File: src/rtl/scripted_player_if.sv
// rtl/scripted_player_if.sv - board-side move handshake between scripted_player and the board
interface scripted_player_if #(
    parameter int IDX_W = 4
) ();
    logic             turn;
    logic             move_ack;
    logic             move_nak;
    logic [IDX_W-1:0] update_loc;
    logic             submit;
    logic             game_reset;
    logic             drive_en;

    modport master (
        input  turn, move_ack, move_nak,
        output update_loc, submit, game_reset, drive_en
    );

    modport slave (
        output turn, move_ack, move_nak,
        input  update_loc, submit, game_reset, drive_en
    );
endinterface

File: src/rtl/scripted_player.sv
// rtl/scripted_player.sv - scripted opponent replaying stored move scripts; SCRIPTED_PLAYER_RETRY_EN skips naked moves
module scripted_player #(
    parameter int BOARD_DIM = 3,
    parameter int IDX_W     = 4,
    parameter int MAX_MOVES = 5,
    parameter int NUM_GAMES = 6,
    localparam int CELLS    = BOARD_DIM * BOARD_DIM,
    localparam int SLOT_W   = (MAX_MOVES > 1) ? $clog2(MAX_MOVES) : 1,
    localparam int GAME_W   = (NUM_GAMES > 1) ? $clog2(NUM_GAMES) : 1
) (
    input  logic                clk,
    input  logic                rst,
    input  logic                start,
    input  logic [GAME_W-1:0]   game_sel,
    input  logic                cfg_we,
    input  logic [GAME_W-1:0]   cfg_game,
    input  logic [SLOT_W-1:0]   cfg_slot,
    input  logic [IDX_W-1:0]    cfg_loc,
    input  logic                cfg_last,
    scripted_player_if.master   brd,
    output logic                busy,
    output logic                done,
    output logic                error,
    output logic [SLOT_W:0]     move_count
);

    generate
        if ((1 << IDX_W) < CELLS) begin : g_bad_idx_w
            $error("IDX_W cannot address every board cell");
        end
    endgenerate

    typedef enum logic [2:0] {IDLE, CLR, WAIT_TURN, SUBMIT, WAIT_AI, DONE, ERROR} state_t;

    state_t              state, next_state;
    logic [GAME_W-1:0]   game;
    logic [SLOT_W-1:0]   slot;
    logic                valid_mem [NUM_GAMES][MAX_MOVES];
    logic                last_mem  [NUM_GAMES][MAX_MOVES];
    logic [IDX_W-1:0]    loc_mem   [NUM_GAMES][MAX_MOVES];
    logic                cur_valid, cur_last, at_final, idle_like, cfg_ok;
    logic [IDX_W-1:0]    cur_loc;
    logic                load_game, count_up, slot_up;

    assign cur_valid = valid_mem[game][slot];
    assign cur_last  = last_mem[game][slot];
    assign cur_loc   = loc_mem[game][slot];
    assign at_final  = cur_last || (int'(slot) == MAX_MOVES - 1);
    assign idle_like = (state == IDLE) || (state == DONE) || (state == ERROR);
    assign cfg_ok    = cfg_we && idle_like && (int'(cfg_game) < NUM_GAMES) && (int'(cfg_slot) < MAX_MOVES);

    // start pre-empts every state, so a busy game is aborted in the same cycle
    always_comb begin
        next_state = state;
        load_game  = 1'b0;
        count_up   = 1'b0;
        slot_up    = 1'b0;
        if (start) begin
            if (int'(game_sel) >= NUM_GAMES) begin
                next_state = ERROR;
            end else begin
                next_state = CLR;
                load_game  = 1'b1;
            end
        end else begin
            case (state)
                CLR:       next_state = WAIT_TURN;
                WAIT_TURN: begin
                    if (!cur_valid)     next_state = DONE;
                    else if (!brd.turn) next_state = SUBMIT;
                end
                SUBMIT: begin
                    if (brd.move_nak) begin
`ifdef SCRIPTED_PLAYER_RETRY_EN
                        if (at_final) begin
                            next_state = DONE;
                        end else begin
                            slot_up    = 1'b1;
                            next_state = WAIT_TURN;
                        end
`else
                        next_state = ERROR;
`endif
                    end else if (brd.move_ack) begin
                        count_up = 1'b1;
                        if (at_final) begin
                            next_state = DONE;
                        end else begin
                            slot_up    = 1'b1;
                            next_state = WAIT_AI;
                        end
                    end else if (brd.turn) begin
                        next_state = WAIT_TURN;
                    end
                end
                WAIT_AI:   if (brd.turn) next_state = WAIT_TURN;
                default:   ;
            endcase
        end
    end

    always_ff @(posedge clk) begin
        if (rst) begin
            state          <= IDLE;
            game           <= '0;
            slot           <= '0;
            move_count     <= '0;
            brd.submit     <= 1'b0;
            brd.drive_en   <= 1'b0;
            brd.game_reset <= 1'b0;
            brd.update_loc <= '0;
            busy           <= 1'b0;
            done           <= 1'b0;
            error          <= 1'b0;
        end else begin
            state          <= next_state;
            brd.submit     <= (next_state == SUBMIT);
            brd.drive_en   <= (next_state == SUBMIT);
            brd.update_loc <= (next_state == SUBMIT) ? cur_loc : '0;
            brd.game_reset <= (next_state == CLR);
            busy           <= !((next_state == IDLE) || (next_state == DONE) || (next_state == ERROR));
            done           <= (next_state == DONE);
            error          <= (next_state == ERROR);
            if (start) begin
                slot       <= '0;
                move_count <= '0;
                if (load_game) game <= game_sel;
            end else begin
                if (slot_up) slot <= slot + 1'b1;
                if (count_up && (int'(move_count) < MAX_MOVES)) move_count <= move_count + 1'b1;
            end
        end
    end

    always_ff @(posedge clk) begin
        if (rst) begin
            for (int g = 0; g < NUM_GAMES; g++)
                for (int s = 0; s < MAX_MOVES; s++)
                    valid_mem[g][s] <= 1'b0;
        end else if (cfg_ok) begin
            valid_mem[cfg_game][cfg_slot] <= 1'b1;
        end
    end

    // script payload needs no reset; valid gates every read
    always_ff @(posedge clk) begin
        if (cfg_ok) begin
            last_mem[cfg_game][cfg_slot] <= cfg_last;
            loc_mem[cfg_game][cfg_slot]  <= cfg_loc;
        end
    end

endmodule

File: src/flat_wrapper.sv
// flat-port wrapper written by rule: the top's interface ports become plain ports
module scripted_player_flat 
#(
    parameter int BOARD_DIM = 3,
    parameter int IDX_W     = 4,
    parameter int MAX_MOVES = 5,
    parameter int NUM_GAMES = 6,
    localparam int CELLS    = BOARD_DIM * BOARD_DIM,
    localparam int SLOT_W   = (MAX_MOVES > 1) ? $clog2(MAX_MOVES) : 1,
    localparam int GAME_W   = (NUM_GAMES > 1) ? $clog2(NUM_GAMES) : 1
)
  (clk, rst, start, game_sel, cfg_we, cfg_game, cfg_slot, cfg_loc, cfg_last, busy, done, error, move_count, brd_turn, brd_move_ack, brd_move_nak, brd_update_loc, brd_submit, brd_game_reset, brd_drive_en);
  scripted_player_if #(.IDX_W(IDX_W)) brd_i ();
  input  logic clk;
  input  logic rst;
  input  logic start;
  input  logic [GAME_W-1:0] game_sel;
  input  logic cfg_we;
  input  logic [GAME_W-1:0] cfg_game;
  input  logic [SLOT_W-1:0] cfg_slot;
  input  logic [IDX_W-1:0] cfg_loc;
  input  logic cfg_last;
  output logic busy;
  output logic done;
  output logic error;
  output logic [SLOT_W:0] move_count;
  input wire logic [$bits(brd_i.turn)-1:0] brd_turn;
  input wire logic [$bits(brd_i.move_ack)-1:0] brd_move_ack;
  input wire logic [$bits(brd_i.move_nak)-1:0] brd_move_nak;
  output wire logic [$bits(brd_i.update_loc)-1:0] brd_update_loc;
  output wire logic [$bits(brd_i.submit)-1:0] brd_submit;
  output wire logic [$bits(brd_i.game_reset)-1:0] brd_game_reset;
  output wire logic [$bits(brd_i.drive_en)-1:0] brd_drive_en;
  assign brd_i.turn = brd_turn;
  assign brd_i.move_ack = brd_move_ack;
  assign brd_i.move_nak = brd_move_nak;
  assign brd_update_loc = brd_i.update_loc;
  assign brd_submit = brd_i.submit;
  assign brd_game_reset = brd_i.game_reset;
  assign brd_drive_en = brd_i.drive_en;
  scripted_player #(.BOARD_DIM(BOARD_DIM), .IDX_W(IDX_W), .MAX_MOVES(MAX_MOVES), .NUM_GAMES(NUM_GAMES)) u_core (.clk(clk), .rst(rst), .start(start), .game_sel(game_sel), .cfg_we(cfg_we), .cfg_game(cfg_game), .cfg_slot(cfg_slot), .cfg_loc(cfg_loc), .cfg_last(cfg_last), .brd(brd_i), .busy(busy), .done(done), .error(error), .move_count(move_count));
endmodule
File: config.mk
export PLATFORM = sky130hd
export DESIGN_NAME = scripted_player_flat
export DESIGN_NICKNAME = d
export VERILOG_FILES = /design/src/rtl/scripted_player_if.sv /design/src/rtl/scripted_player.sv /design/src/flat_wrapper.sv
export SDC_FILE = /design/constraint.sdc
export NUM_CORES = 1
export LEC_CHECK = 0
export ABC_CLOCK_PERIOD_IN_PS = 3740
export CORE_UTILIZATION = 55
export DETAILED_ROUTE_END_ITERATION = 16
export GPL_TIMING_DRIVEN = 0
export PLACE_DENSITY = 0.73
export SETUP_SLACK_MARGIN = 0.5
export SYNTH_ARGS = -nofsm -noshare
export SYNTH_HDL_FRONTEND = slang
export SYNTH_SLANG_ARGS = --single-unit
File: constraint.sdc
create_clock -name clk -period 3.74 [get_ports clk]
set_input_delay 0.748 -clock clk [delete_from_list [all_inputs] [get_ports clk]]
set_output_delay 0.748 -clock clk [all_outputs]
set_load 0.1 [all_outputs]
==> results.py <==
metrics = {
    "routing": {
        "routedWlPerCell_microns": 20.41,
        "vias_per_cell": 5.815,
        "drtIter0Drc": 532,
        "via_count": 5199,
        "routed_wl_microns": 18250,
        "drc": 0,
        "final_antenna_net_count": 0,
        "drtPass1Iterations": 5,
    },
    "timing": {
        "skew_ns": 0.01100,
        "fmax_ghz": 0.3227,
        "final-hold-violation-count": 0,
        "slew_viol_final": 0,
        "slew-limit-headroom": 0.2792,
        "holdWs_ns": 0.4276,
        "finalCritPeriodShare": 0.8287,
        "fin_ws_ns": 0.6407,
        "setup_tns_ns": 0,
        "tightest_slew_ns": 1.071,
        "min_period_ns": 3.099,
        "setup_viol_count_final": 0,
        "rsz0062_at_grt": "no",
    },
    "clocking": {
        "cts.repair.resized": 0,
        "postCtsSetupBuffers": 0,
        "root_buffer": "clkbuf_16",
        "cts.sinks": 215,
        "ctsHoldBuffers": 0,
        "cts-buffers-inserted": 22,
        "clock_latency_ns": 0.51,
        "cts_tree": "yes",
        "clk_pin_slew_ns": 0.07,
        "htreeDepth": 1,
        "cts_max_path_buffers": 3,
    },
    "placed_design": {
        "placed_area_sq_mm": 0.009366,
        "port_buffers": 34,
        "gp_congestion": 0.8646,
        "hpwlAfterDp_microns": 12610,
        "place_ws_ns": 0.6029,
    },
    "logic_synthesis": {
        "synth-seq-cells": 215,
        "seq_area_frac_synth": 0.6626,
        "synth.area.top_cells": "edfxtp_1 51%, dfxtp_1 15%, mux4_2 8.0%",
        "synth.net_count": 634,
        "synth_edf_count": 150,
        "post_synth.cell_area_avg_sq_um": 14.39,
        "syn_inst": 609,
        "yosysMostFrequentCell": "edfxtp_1",
        "synth_common_cells": "150 x edfxtp_1, 85 x nor2_1, 65 x dfxtp_1",
        "synth_cell_types": 58,
        "yosysWarningCount": 0,
        "synthesis.area_sq_mm": 0.008762,
        "yosys.area.top_type": "edfxtp_1",
        "async_flop_share": 0,
        "synth_flop_cell": "edfxtp_1",
        "synth_top_area_frac": 0.5141,
    },
    "job": {
        "max_cap_violations": 0,
    },
    "worst_hold_path": {
        "min-delay-start": "u_core.valid_mem[7][0]",
        "hp-class": "reg2reg",
    },
    "power_and_ir_drop": {
        "p_total_uw": 5193,
        "cellPowerDensity_mw_per_mm2": 511.4,
        "ir_drop_mv": 0.3883,
        "power.leakage_uw": 0.003299,
    },
    "die": {
        "initial_core_util": 0.5700,
        "die_y_microns": 128.2,
        "coreArea_sq_mm": 0.01537,
        "dieArea_sq_mm": 0.01644,
        "ios": 35,
        "rows": 45,
        "die_w_microns": 128.2,
    },
    "worst_setup_path": {
        "arrival_ns": 3.50,
        "start_kind": "flip-flop",
        "end_kind": "flip-flop",
        "r2r_setup_slack_ns": 0.64,
        "critPathRequiredTime_ns": 4.14,
        "critical_path_peak_fanout": 10,
        "path_class": "reg2reg",
    },
    "run_status": {
        "status": "complete, no violations",
    },
    "cells_and_area": {
        "synthToLayoutAreaGrowth_pct": 15.89,
        "diodes": 0,
        "nNetsFinal": 692,
        "design_area_sq_mm": 0.01015,
        "layout-drive-gt1-share": 0.1523,
    },
    "grt": {
        "grt_pass1_vias": 5204,
        "grt_max_degree": 31,
        "grt_usage": 0.2336,
        "grt.overflow.total": 0,
        "antenna_found_initial": 0,
        "grt_first_pass_wirelength_microns": 28320,
    },
}
-- state kept, by name (all words and copies together) (netlist names), named ones only --
name and cells:
u_core.brd.game_reset 1, u_core.brd.submit 1, u_core.brd.update_loc 4, u_core.busy 1, u_core.done 1, u_core.error 1
u_core.game 3, u_core.last_mem 30, u_core.loc_mem 120, u_core.move_count 4, u_core.slot 3, u_core.state 3
u_core.valid_mem 40
-- metal layers --
metal  wire (microns)  GRT usage  vias up
met5                0          0        -
met4              338    0.06298        0
met3             1254    0.04549       30
met2             9038     0.3949      179
met1             7619     0.3105     2603
li1                 -          -     2387
-- layout by cell type, fill, tap and decap left out, types with 4 or more instances in the layout --
cell,instances
nand2_1,33
xnor2_1,4
and2_1,8
clkdlybuf4s50_1,34
dfxtp_1,65
a21oi_1,23
nand3b_1,5
nand2b_1,5
mux4_2,31
buf_2,7
mux2i_1,33
clkbuf_1,34
nand3_1,7
and3_1,4
o21ai_0,25
mux2_2,7
clkbuf_16,25
ha_1,4
o22ai_1,4
nor3_1,6
nor2_1,85
mux4_1,5
edfxtp_1,150
o21ba_2,6
inv_1,7
nor2b_1,4
-- final cells by class --
class	instances	area [sq um]
clock buffer	32	681.9
multi-input combinational	342	2736
tap	211	264.0
sequential	215	5806
inverter	8	30.03
clock inverter	8	100.1
fill	1043	5216
buffer	44	196.4
timing repair buffer	34	340.3
-- where the power goes --
group	internal [uW]	leakage (uW)	switching [uW]
registers	2560	0.00187	5.13
logic	124	0.00104	204
clock network	1410	0.000383	888
total	4090	0.00330	1100
-- stage by stage --
step | util | cells
floorplan | - | 609
global placement | 0.6094 | 854
detailed placement | 0.6094 | 854
CTS | 0.6602 | 894
global route | 0.6606 | 894
finish | 0.6606 | 894
-- worst max-delay path, stage by stage (launching register included) --
cell,delay [ns]
dfxtp_1,0.32
buf_2,0.24
buf_4,0.26
clkbuf_4,0.29
mux4_1,0.31
mux2i_1,0.31
a2bb2oi_2,0.16
a2111oi_4,0.40
o21bai_4,0.21
xnor2_1,0.11
a2111oi_2,0.38
-- cells by family after synthesis --
family                     Yosys count  share of synthesized area
and+or+nand+nor                    178                    0.09625
AOI/OAI and AO/OA                   78                    0.06240
muxes                               77                     0.1425
xor gates and xnor gates             5                   0.004998
adders and majority gates            4                   0.005712
DFF                                215                     0.6626
buffers and inverters               52                    0.02556
-- path summary, 6_finish.rpt --
path / depth (start not counted) / end
worst min-delay path: 1 / u_core.valid_mem[7][0]
worst max register to register: 10 / u_core.busy
worst min register to register: 1 / u_core.valid_mem[7][0]
worst max-delay path: 10 / u_core.busy
Power figures use the tool's default switching activity.
